--- config.mk ---
export PLATFORM = sky130hd
export DESIGN_NAME = seq_multiplier
export DESIGN_NICKNAME = d
export VERILOG_FILES = /design/src/rtl/seq_mult_pkg.sv /design/src/rtl/cla_n.sv /design/src/rtl/seq_multiplier.sv
export SDC_FILE = /design/constraint.sdc
export NUM_CORES = 1
export LEC_CHECK = 0
export CAP_MARGIN = 40
export CORE_MARGIN = 1.5
export CORE_UTILIZATION = 52
export CTS_BUF_LIST = sky130_fd_sc_hd__clkbuf_4 sky130_fd_sc_hd__clkbuf_8
export DETAILED_ROUTE_END_ITERATION = 12
export GPL_ROUTABILITY_DRIVEN = 0
export HOLD_SLACK_MARGIN = 0.03
export PLACE_DENSITY = 0.79
export SLEW_MARGIN = 20
export SYNTH_ARGS = -nofsm -noshare
export SYNTH_HDL_FRONTEND = slang
export SYNTH_HIERARCHICAL = 1
export SYNTH_SLANG_ARGS = --single-unit
--- constraint.sdc ---
create_clock -name clk -period 2.8 [get_ports clk]
set_clock_uncertainty 0.05 [all_clocks]
set_input_delay 0.28 -clock clk [delete_from_list [all_inputs] [get_ports clk]]
set_output_delay 0.28 -clock clk [all_outputs]
set_load 0.05 [all_outputs]
--- src/rtl/seq_mult_pkg.sv ---
// Shared types and elaboration-time helpers for the iterative shift-add multiplier.
package seq_mult_pkg;

  typedef enum logic [1:0] {
    IDLE = 2'd0,
    RUN  = 2'd1,
    DONE = 2'd2
  } state_t;

  // Counter width for an iteration count of n; never narrower than one bit.
  function automatic int clog2(input int n);
    int r;
    r = 0;
    while ((1 << r) < n) r++;
    return (r < 1) ? 1 : r;
  endfunction

  function automatic int prod_wid(input int mcand_wid, input int mplier_wid);
    return mcand_wid + mplier_wid;
  endfunction

endpackage

--- src/rtl/cla_n.sv ---
// Parametrised carry-lookahead adder; every carry is a flat sum of
// generate/propagate products rather than a ripple chain.
module cla_n #(
  parameter int WIDTH = 8
) (
  input  logic [WIDTH-1:0] a,
  input  logic [WIDTH-1:0] b,
  input  logic             cin,
  output logic [WIDTH-1:0] sum,
  output logic             cout
);

  logic [WIDTH-1:0] w_g;
  logic [WIDTH-1:0] w_p;
  logic [WIDTH:0]   w_carry;

  assign w_g = a & b;
  assign w_p = a ^ b;

  always_comb begin
    logic c;
    logic prop;
    // NOTE: every variable written here gets a value before any branch or
    // loop, so no path can leave one holding its old value (no latches).
    c          = 1'b0;
    prop       = 1'b0;
    w_carry    = '0;
    w_carry[0] = cin;
    for (int i = 0; i < WIDTH; i++) begin
      c    = w_g[i];
      prop = w_p[i];
      for (int j = i - 1; j >= 0; j--) begin
        c    = c | (prop & w_g[j]);
        prop = prop & w_p[j];
      end
      w_carry[i+1] = c | (prop & cin);
    end
  end

  assign sum  = w_p ^ w_carry[WIDTH-1:0];
  assign cout = w_carry[WIDTH];

endmodule

--- src/rtl/seq_multiplier.sv ---
// Iterative shift-add multiplier: one partial product per clock, sign handled
// by multiplying magnitudes and negating the finished product.
module seq_multiplier
  import seq_mult_pkg::*;
#(
  parameter  int MULTICAND_WID  = 8,
  parameter  int MULTIPLIER_WID = 8,
  localparam int PROD_WID       = prod_wid(MULTICAND_WID, MULTIPLIER_WID)
) (
  input  logic                      clk,
  input  logic                      rst,
  input  logic                      in_valid,
  output logic                      in_ready,
  input  logic [MULTICAND_WID-1:0]  multicand,
  input  logic [MULTIPLIER_WID-1:0] multiplier,
  input  logic                      signed_mode,
  output logic                      out_valid,
  input  logic                      out_ready,
  output logic [PROD_WID-1:0]       product
);

  localparam int                CNT_WID  = clog2(MULTIPLIER_WID);
  localparam logic [CNT_WID-1:0] LAST_CNT = CNT_WID'(MULTIPLIER_WID - 1);

  state_t                    r_state;
  state_t                    w_state_next;
  logic [MULTICAND_WID-1:0]  r_mcand;
  logic [MULTIPLIER_WID-1:0] r_mplier;
  // Bit 0 of the accumulator is only ever shifted out, so it is not stored.
  logic [PROD_WID-1:1]       r_acc;
  logic [PROD_WID-1:0]       r_product;
  logic [CNT_WID-1:0]        r_count;
  logic                      r_neg;

  logic                      w_accept;
  logic                      w_last;
  logic [MULTICAND_WID-1:0]  w_mcand_abs;
  logic [MULTIPLIER_WID-1:0] w_mplier_abs;
  logic [MULTICAND_WID-1:0]  w_addend;
  logic [MULTICAND_WID-1:0]  w_sum;
  logic                      w_cout;
  logic [PROD_WID-1:0]       w_acc_next;

  // The most negative operand negates to itself, which is its correct unsigned magnitude.
  assign w_mcand_abs  = (signed_mode && multicand[MULTICAND_WID-1])   ? ('0 - multicand)  : multicand;
  assign w_mplier_abs = (signed_mode && multiplier[MULTIPLIER_WID-1]) ? ('0 - multiplier) : multiplier;

  assign w_accept = (r_state == IDLE) && in_valid;
  assign w_last   = (r_count == LAST_CNT);
  assign w_addend = r_mplier[0] ? r_mcand : '0;

  cla_n #(
    .WIDTH(MULTICAND_WID)
  ) u_cla (
    .a   (r_acc[PROD_WID-1:MULTIPLIER_WID]),
    .b   (w_addend),
    .cin (1'b0),
    .sum (w_sum),
    .cout(w_cout)
  );

  assign w_acc_next = {w_cout, w_sum, r_acc[MULTIPLIER_WID-1:1]};

  // NOTE: sequential state uses non-blocking assignments so every register
  // samples pre-edge values regardless of block evaluation order.
  always_ff @(posedge clk or posedge rst) begin
    if (rst) r_state <= IDLE;
    else     r_state <= w_state_next;
  end

  always_comb begin
    w_state_next = r_state;
    in_ready     = 1'b0;
    out_valid    = 1'b0;
    case (r_state)
      IDLE: begin
        in_ready = 1'b1;
        if (in_valid) w_state_next = RUN;
      end
      RUN: begin
        if (w_last) w_state_next = DONE;
      end
      DONE: begin
        out_valid = 1'b1;
        if (out_ready) w_state_next = IDLE;
      end
      default: w_state_next = IDLE;
    endcase
  end

  always_ff @(posedge clk or posedge rst) begin
    if (rst) begin
      r_mcand   <= '0;
      r_mplier  <= '0;
      r_acc     <= '0;
      r_product <= '0;
      r_count   <= '0;
      r_neg     <= 1'b0;
    end else if (w_accept) begin
      r_mcand  <= w_mcand_abs;
      r_mplier <= w_mplier_abs;
      r_neg    <= signed_mode & (multicand[MULTICAND_WID-1] ^ multiplier[MULTIPLIER_WID-1]);
      r_acc    <= '0;
      r_count  <= '0;
    end else if (r_state == RUN) begin
      r_acc    <= w_acc_next[PROD_WID-1:1];
      r_mplier <= {1'b0, r_mplier[MULTIPLIER_WID-1:1]};
      r_count  <= r_count + CNT_WID'(1);
      if (w_last) r_product <= r_neg ? ('0 - w_acc_next) : w_acc_next;
    end
  end

  assign product = r_product;

endmodule

==> summary by stage, run 1 <==
Run status
The flow ran to the end, but the final reports show violations. The checks that failed: setup timing.

Final layout
The fraction of final layout cells sized beyond drive strength 1 is 0.1379. Summing all multi-input logic gate instances after layout gives 1714 µm². Measured on the finished design, the core utilization comes to 0.6934. The footprint of the flip-flops and latches is approximately 1300 µm². 0 antenna diodes ended up in the layout.

The growth of design area from synthesis to finish is 27.17%. The filler cell count in the final layout is roughly 470. The post-layout net count is 441. The total non-filler cell area in the finished layout is a little under 4000 µm².

Synth
The share of the Yosys chip area taken by registers is 0.4364. After technology mapping, the gate count stands at 349. In this run the mean area of a mapped cell was 8.708 µm². Synthesis inferred 53 register bits. The number of distinct library cell variants in the gate-level netlist after synthesis is 40. The number of synthesis warnings is 6.

The synthesized netlist occupies a cell area of ~3000 µm².

Floorplan
The die is 79.45 µm tall. The initial cell density of the core is 0.5452. The floorplan die width is between 70 and 80 µm. In this run the standard cell core region covers between 5000 and 6000 µm².

In this run the core area contains 27 standard-cell rows. The die covers 6312 µm². The number of primary I/O pins is 39.

Routing
The first routing iteration left 122 violations. After detailed routing, the number of vias per cell comes to about 5.3. The count of vias placed by the detailed router is about 2500. The antenna violation net count after detailed routing is 0.

The post-detailed-route DRC marker count is 0. The total wirelength of the detailed-routed design is about 6000 µm. The length of the first detailed-routing pass in iterations is 4.

In the final routed layout, each cell accounts on average for 12.60 µm.

Power and ir drop
The share of total power in the clock network is 0.091. The net switching power figure is 2.220 mW. The internal power consumption is about 2.6 mW. The share of total power dissipated in sequential elements is 0.284.

In this run the power density over the cells is 1260 nW/µm². In this run the static leakage power is approximately 1.8 nW. The design draws about 4.9 mW. Of the total power, combinational logic draws 0.625. Of the total power, the share spent switching nets is 0.4560. The worst voltage drop across the vdd grid is about 0.64 mV.

GRT
The first global-routing pass estimated roughly 10000 µm of wire. The number of global-route vias before repair is around 2300. The initial antenna violation count was 0. For this run, the total global-route usage over all layers was measured as 0.2074. The largest net degree at the start of global routing is 34. The final global-route overflow total is 0.

Critical path
Data on the critical path arrives at its endpoint at 3020 ps. The slowest stage of the critical path is the sky130_fd_sc_hd__or4_4 cell. The worst setup path is launched from a register. On the worst path, the slowest cell contributes a delay of ~540 ps. The worst register-to-register path ends at product[15]. By startpoint and endpoint, the worst setup path is classified as reg2reg. The critical path goes through and2_1 -> ha_4 -> nand3_1 -> o211ai_1 -> a21oi_2 -> or4_4 -> or3_4 -> o41ai_4 -> xor2_1 -> o21ai_1. The worst endpoint required time is about 3000 ps. Counting cells, the worst reg-to-reg path comes to 10. Across all register-to-register paths, the minimum setup slack is -60 ps.

STA classifies the critical path endpoint as a register. The highest fanout seen on the critical path is 5. The worst register-to-register path begins at r_mplier[0].

Place
The count of port buffers added during placement is 38. The instance area at placement is ~3600 µm². The setup slack at placement is -99.18 ps. Summed over all nets, the half-perimeter wirelength after detailed placement is between 4000 and 5000 µm.

STA
The total count of hold-check failures in the final report was 0. Hold timing on the final database bottoms out at a slack of about 270 ps. The worst path in the final design needs a cycle of between 2000 and 3000 ps, including I/O delays and setup. The max-slew violation total from the final report is 0.

For the pin with the worst max-slew slack, the measured transition is around 720 ps. The headroom to the max-slew limit is 0.5206. Setup repair after global routing could not meet its margin everywhere. Once routing completed, OpenROAD measured the worst setup slack at -61.05 ps. The post-route fraction of the period consumed by the critical path is 1.022. The highest achievable clock rate is 0.3495 GHz. Setup violations remaining at the end of the flow were counted as 4.

Job
Across the run, the number of max-cap violations was 0.

CTS
The H-tree was split into 2 levels. The tree is rooted in a sky130_fd_sc_hd__clkbuf_8. TritonCTS created 5 clock buffers. The worst-skew pair later-pin latency is ~320 ps. The number of clock sinks is 53. For this design, the CTS-stage hold fixing added 0 buffers. The clock transition at the registers of the reported paths is around 100 ps. The clock passes through at most 2 buffers. The CTS tree is yes.

Hold path
The worst hold-check path type is in2async.
-- layout by cell type, fill, tap and decap left out, types with 2 or more instances in the layout --
cell / count
sky130_fd_sc_hd__o21ai_0: 40
sky130_fd_sc_hd__nand2b_1: 2
sky130_fd_sc_hd__ha_4: 4
sky130_fd_sc_hd__ha_1: 10
sky130_fd_sc_hd__nor3b_1: 2
sky130_fd_sc_hd__inv_1: 13
sky130_fd_sc_hd__nor2b_1: 2
sky130_fd_sc_hd__nor2_1: 17
sky130_fd_sc_hd__o21ai_1: 3
sky130_fd_sc_hd__a31oi_1: 6
sky130_fd_sc_hd__a21oi_1: 6
sky130_fd_sc_hd__xnor2_2: 2
sky130_fd_sc_hd__o31ai_4: 2
sky130_fd_sc_hd__clkbuf_8: 5
sky130_fd_sc_hd__a21o_1: 2
sky130_fd_sc_hd__and3_1: 3
sky130_fd_sc_hd__o31ai_1: 7
sky130_fd_sc_hd__conb_1: 2
sky130_fd_sc_hd__nand2_1: 78
sky130_fd_sc_hd__buf_4: 26
sky130_fd_sc_hd__nand3_1: 13
sky130_fd_sc_hd__o21ai_2: 2
sky130_fd_sc_hd__xnor2_1: 9
sky130_fd_sc_hd__dfrtp_1: 53
sky130_fd_sc_hd__clkinvlp_4: 2
sky130_fd_sc_hd__mux2i_1: 2
sky130_fd_sc_hd__clkdlybuf4s50_1: 38
sky130_fd_sc_hd__and2_1: 8
sky130_fd_sc_hd__xor2_1: 20
sky130_fd_sc_hd__nor3_1: 5
sky130_fd_sc_hd__or3_1: 2
-- sequential cells by signal, indices dropped and copies added, names as in the netlist --
signal    count
r_count       3
r_mplier      8
r_neg         1
r_mcand       8
product      16
r_acc        15
r_state       2
-- routing by layer --
| layer | track usage | vias up | share of wire |
|---|---|---|---|
| met1 | 0.2651 | 1183 | 0.45 |
| met5 | 0 | - | 0 |
| met4 | 0.06667 | 0 | 0.014 |
| li1 | - | 1289 | - |
| met3 | 0.03886 | 8 | 0.042 |
| met2 | 0.3534 | 55 | 0.49 |
-- cell usage after synthesis --
library cell / number / area share
sky130_fd_sc_hd__a211oi_1: 1 / 0.0025
sky130_fd_sc_hd__a21boi_0: 1 / 0.0025
sky130_fd_sc_hd__a21o_1: 2 / 0.0049
sky130_fd_sc_hd__a21oi_1: 7 / 0.012
sky130_fd_sc_hd__a21oi_2: 1 / 0.0029
sky130_fd_sc_hd__a221o_1: 1 / 0.0033
sky130_fd_sc_hd__a22oi_1: 1 / 0.0025
sky130_fd_sc_hd__a31oi_1: 6 / 0.012
sky130_fd_sc_hd__and2_1: 9 / 0.019
sky130_fd_sc_hd__and2b_2: 1 / 0.0029
sky130_fd_sc_hd__and3_1: 3 / 0.0062
sky130_fd_sc_hd__buf_1: 2 / 0.0025
sky130_fd_sc_hd__clkbuf_1: 15 / 0.019
sky130_fd_sc_hd__conb_1: 1 / 0.0012
sky130_fd_sc_hd__dfrtp_1: 53 / 0.44
sky130_fd_sc_hd__fa_1: 1 / 0.0066
sky130_fd_sc_hd__ha_1: 14 / 0.058
sky130_fd_sc_hd__inv_1: 14 / 0.017
sky130_fd_sc_hd__mux2i_1: 2 / 0.0066
sky130_fd_sc_hd__nand2_1: 78 / 0.096
sky130_fd_sc_hd__nand2b_1: 2 / 0.0041
sky130_fd_sc_hd__nand3_1: 13 / 0.021
sky130_fd_sc_hd__nor2_1: 18 / 0.022
sky130_fd_sc_hd__nor2b_1: 2 / 0.0041
sky130_fd_sc_hd__nor3_1: 5 / 0.0082
sky130_fd_sc_hd__nor3b_1: 2 / 0.0049
sky130_fd_sc_hd__nor4_1: 1 / 0.0021
sky130_fd_sc_hd__o2111ai_2: 1 / 0.0049
sky130_fd_sc_hd__o211ai_1: 1 / 0.0025
sky130_fd_sc_hd__o21ai_0: 43 / 0.071
sky130_fd_sc_hd__o21ai_1: 2 / 0.0033
sky130_fd_sc_hd__o31ai_1: 8 / 0.020
sky130_fd_sc_hd__o31ai_4: 1 / 0.0070
sky130_fd_sc_hd__o41ai_1: 1 / 0.0029
sky130_fd_sc_hd__o41ai_4: 1 / 0.0091
sky130_fd_sc_hd__or3_1: 2 / 0.0041
sky130_fd_sc_hd__or3_4: 1 / 0.0037
sky130_fd_sc_hd__or4_1: 1 / 0.0025
sky130_fd_sc_hd__xnor2_1: 11 / 0.032
sky130_fd_sc_hd__xor2_1: 20 / 0.058
-- power groups by stage --
| stage | Combinational (mW) | Clock [mW] | Sequential [mW] |
|---|---|---|---|
| floorplan | 1.58 | 0 | 1.68 |
| global placement | 2.68 | 0 | 1.37 |
| detailed placement | 2.74 | 0 | 1.39 |
| CTS | 2.97 | 0.451 | 1.38 |
| global route | 3.36 | 0.474 | 1.44 |
| finish | 3.04 | 0.444 | 1.38 |
-- kinds of logic (layout without fill, tap and decap cells) --
logic type / after synthesis / count (layout) / synth area share
other cells: 1 / 2 / 0.001234
simple gates: 138 / 138 / 0.2013
xor+xnor: 31 / 31 / 0.08934
flops: 53 / 53 / 0.4364
fa+ha+maj: 15 / 15 / 0.06422
mux: 2 / 2 / 0.006587
buf+inv: 31 / 87 / 0.03829
compound gates: 78 / 78 / 0.1626
-- metrics by stage --
step,setup TNS [ps],std cells
2_1_floorplan,-42.57,350
3_3_place_gp,-124.1,461
3_5_place_dp,-277.0,461
4_1_cts,-267.7,477
5_1_grt,-693.2,478
6_report,-106.6,478
-- worst max-delay path, delay by kind of cell (launching register included) --
family	cells	cell delay (ps)
fa+ha+maj	1	280
simple gates	4	1190
flops	1	410
xor+xnor	1	170
compound gates	4	660
-- cell type report --
type	count	share of cell area
Multi-Input combinational cell	266	0.4435
Clock inverter	2	0.003885
Sequential cell	53	0.3432
Clock buffer	6	0.01975
Timing Repair Buffer	65	0.1528
Inverter	14	0.01360
Tap cell	72	0.02331
-- worst max-delay path by stage --
| stage | start | slack, ps | to |
|---|---|---|---|
| 6_report | r_mplier[0] | -60 | product[15] |
| 2_1_floorplan | r_mplier[0] | -30 | product[14] |
| 3_3_place_gp | r_mplier[0] | -50 | product[15] |
| 3_5_place_dp | r_mplier[0] | -100 | product[14] |
| 5_1_grt | r_mplier[0] | -210 | product[15] |
| 4_1_cts | r_mplier[0] | -100 | product[13] |
-- what timing repair did --
action                                  4_1_cts  5_1_grt
buffers inserted                              8        1
endpoints found under the setup margin        3        4
gates resized for setup                       4        6
pin swaps                                     6        4
No activity file was read; power rests on OpenSTA's default activity.
==> inputs of run 2 (changes only) <==
Settings changed: ABC_CLOCK_PERIOD_IN_PS set to 2800, CTS_CLUSTER_SIZE set to 14.
==> results of run 2 <==
No change in the layout: final DEF, timing and power equal those of run 1.
==> inputs of run 3 (changes only) <==
Settings changed: CORE_ASPECT_RATIO set to 0.8, SLEW_MARGIN 20 to 25.
==> run 3 against run 2 <==
Compared with the run above: the flow still finishes with violations (setup timing); sequential cell count unchanged; worst hold slack better by 55 ps; sequential share of layout area rose by 0.36 points; final cell count did not move; largest cell class unchanged; largest power group unchanged; highest routed layer unchanged.
==> summary by stage, run 3 (synthesis gave the netlist of run 1 again) <==
STA
In the finished design, the share of the clock period the worst path needs comes to 1.006. Static timing analysis puts the maximum clock frequency at 0.3549 GHz. The worst path in the final design needs a cycle of ~2800 ps, including I/O delays and setup.

Setup violations remaining at the end of the flow were counted as 2. Headroom to the max-slew limit came out at 0.5073. The max-slew violation total from the final report was 0. The sum of negative setup slack is -20.10 ps.

For the pin with the worst max-slew slack, the measured transition is around 740 ps. The least setup slack across all paths after layout is -17.55 ps. Setup repair after global routing could not meet its margin everywhere. The total count of hold-check failures in the final report came to 0.

CTS
The number of clock sinks is 53. Clock tree synthesis selected as its root buffer the cell sky130_fd_sc_hd__clkbuf_8. The CTS tree is yes. The maximum root-to-sink buffer count is 2. The cts-stage hold buffer count is 0. The number of H-tree branching levels is 2. The worst-skew pair later-pin latency is 310 ps.

Clock-pin slew was measured on the worst setup and hold paths at roughly 90 ps. The total clock buffers created by CTS is 5.

Routing
The antenna violation net count after detailed routing is 0. The iteration-0 DRC count of the detailed router is between 100 and 150. The via-per-instance ratio is around 5.3. The wire length on met1 is around 2800 µm. In the detailed route, the total length drawn on met2 is ~2700 µm.

The first TritonRoute pass finished after 4 iterations. The highest metal layer with signal wires is met4. The post-detailed-route DRC marker count is 0. The post-detailed-route wirelength per cell is roughly 13 µm. The routed length on met3 is ~380 µm.

The routed design has approximately 6000 µm of wire. For this block, the via count after detailed routing is ~2500.

Critical path
At the worst endpoint, the required time is slightly below 3000 ps. Across all register-to-register paths, the minimum setup slack is -20 ps. Among cell families on the critical path, the largest total delay comes from simple AND/OR/NAND/NOR gates. The slowest stage of the critical path belongs to the cell sky130_fd_sc_hd__or4_4. The critical setup path kind is reg2reg. Data on the critical path arrives at its endpoint at roughly 3000 ps. The highest cell delay on the worst timing path is 520 ps. Walking the worst path, the cells encountered are and2_4 -> ha_4 -> a21oi_4 -> and2b_2 -> nor2_4 -> xnor2_2 -> or4_4 -> or3_4 -> o41ai_4 -> xor2_1 -> o21ai_1. The highest fanout seen on the critical path is 5.

The worst setup path is captured at a register. The buffers plus inverters on the worst setup path is 0. The critical path startpoint category is a register.

Power and ir drop
The power per cell area is ~1200 nW/µm². The switching share of total power is 0.4561. Of the total power, combinational logic draws 0.609. The internal power consumption is approximately 2.6 mW. For this design the total switching power over the nets is about 2.2 mW. Of the total power, the clock network draws 0.099. The share of total power dissipated in sequential elements is 0.292. The overall power is ~4.7 mW. The leakage power summed over all cells is between 1.5 and 2 nW. The worst voltage drop across the vdd grid is 0.3650 mV.

Final layout
Leaving out fill and tap cells, the most frequent cells in the layout are sky130_fd_sc_hd__nand2_1, sky130_fd_sc_hd__dfrtp_1, sky130_fd_sc_hd__o21ai_0. 0 antenna diodes ended up in the layout. The area used by multi-input combinational logic is about 1700 µm².

The footprint of the flip-flops and latches is between 1000 and 1500 µm². The filler cell count in the final layout is 445. The fraction of final layout cells sized beyond drive strength 1 is 0.1200. The most frequent standard cell in the layout excluding fill and tap cells is sky130_fd_sc_hd__nand2_1. The post-layout instance count excluding filler cells is approximately 480. The growth of design area from synthesis to finish is 25.85%.

The post-layout net count is around 440. The register with the most flip-flops in the layout has 16 of them.

GRT
The global-route wire length before repair is slightly above 10000 µm. The final global-route overflow total is 0. The largest net degree at the start of global routing is 34. The initial antenna violation count came to 0.

In the global route stage, overall resource usage came out at 0.2083. The number of global-route vias before repair is 2298.

Floorplan
The die is 88.48 µm wide. During I/O placement, the number of pins put on the boundary was 39. The initial cell density of the core is 0.5471.

The core region is 5555 µm². The number of standard-cell rows in the floorplan is 24. The die outline height is around 71 µm.

The floorplan die area is approximately 6300 µm².

Run status
The final reports fail on setup timing. The run finished, with violations left.

Place
The setup slack at placement is -102.4 ps. The count of port buffers added during placement is 38. The detailed placement HPWL is roughly 4400 µm. Once placement completed, the tool counted placed cells totaling 467.

Hold path
The worst hold-check path type is in2async.

Job
Across the run, the number of max-cap violations was 0.
[run 3: per-stage QoR]
stage / cell area [µm²] / hold WS, ps / util
2_1_floorplan: 3095 / 337.6 / -
3_3_place_gp: 3645 / 405.2 / 0.6561
3_5_place_dp: 3645 / 413.5 / 0.6561
4_1_cts: 3787 / 347.4 / 0.6818
5_1_grt: 3825 / 397.4 / 0.6885
6_report: 3825 / 328.1 / 0.6885
[run 3: path summary, 6_finish.rpt]
| check | from | depth (start not counted) | end |
|---|---|---|---|
| max | r_mplier[0] | 11 | product[15] |
| min | rst | 2 | product[3] |
| max reg2reg | r_mplier[0] | 11 | product[15] |
| min reg2reg | r_mcand[4] | 2 | r_mcand[4] |
| max in group asynchronous | rst | 3 | r_acc[11] |
| min in group clk | r_mcand[4] | 2 | r_mcand[4] |
[run 3: what timing repair did]
item | CTS | global route
resized for setup | 4 | 3
buffers inserted | 1 | 1
endpoints found under the setup margin | 3 | 3
pin swaps | 5 | 2
[run 3: final cells by class]
| cell class | count | area share |
|---|---|---|
| clock buffers | 7 | 0.02519 |
| clock inverters | 1 | 0.001308 |
| inverters | 14 | 0.01374 |
| multi-input cells | 266 | 0.4449 |
| flip-flops and latches | 53 | 0.3467 |
| well taps | 78 | 0.02552 |
| repair buffers | 59 | 0.1426 |
[run 3: layer usage]
layer | up-vias | global-route usage
met5 | - | 0
met4 | 0 | 0.04167
met3 | 5 | 0.05530
met2 | 81 | 0.3325
met1 | 1162 | 0.2887
li1 | 1289 | -
[run 3: power groups by stage]
stage	combinational, mW	sequential [mW]	clock (mW)
after floorplan	1.58	1.68	0
after global placement	2.69	1.37	0
after detailed placement	2.76	1.39	0
after CTS	2.83	1.38	0.477
after global routing	3.17	1.43	0.517
final	2.88	1.38	0.467
[run 3: worst reg2reg max path: cells and delay by family (launching register included)]
kind	cells	cell delay (ps)
DFF	1	410
adders and majority gates	1	150
and+or+nand+nor	5	1430
xor gates and xnor gates	2	250
AOI/OAI and AO/OA	3	420
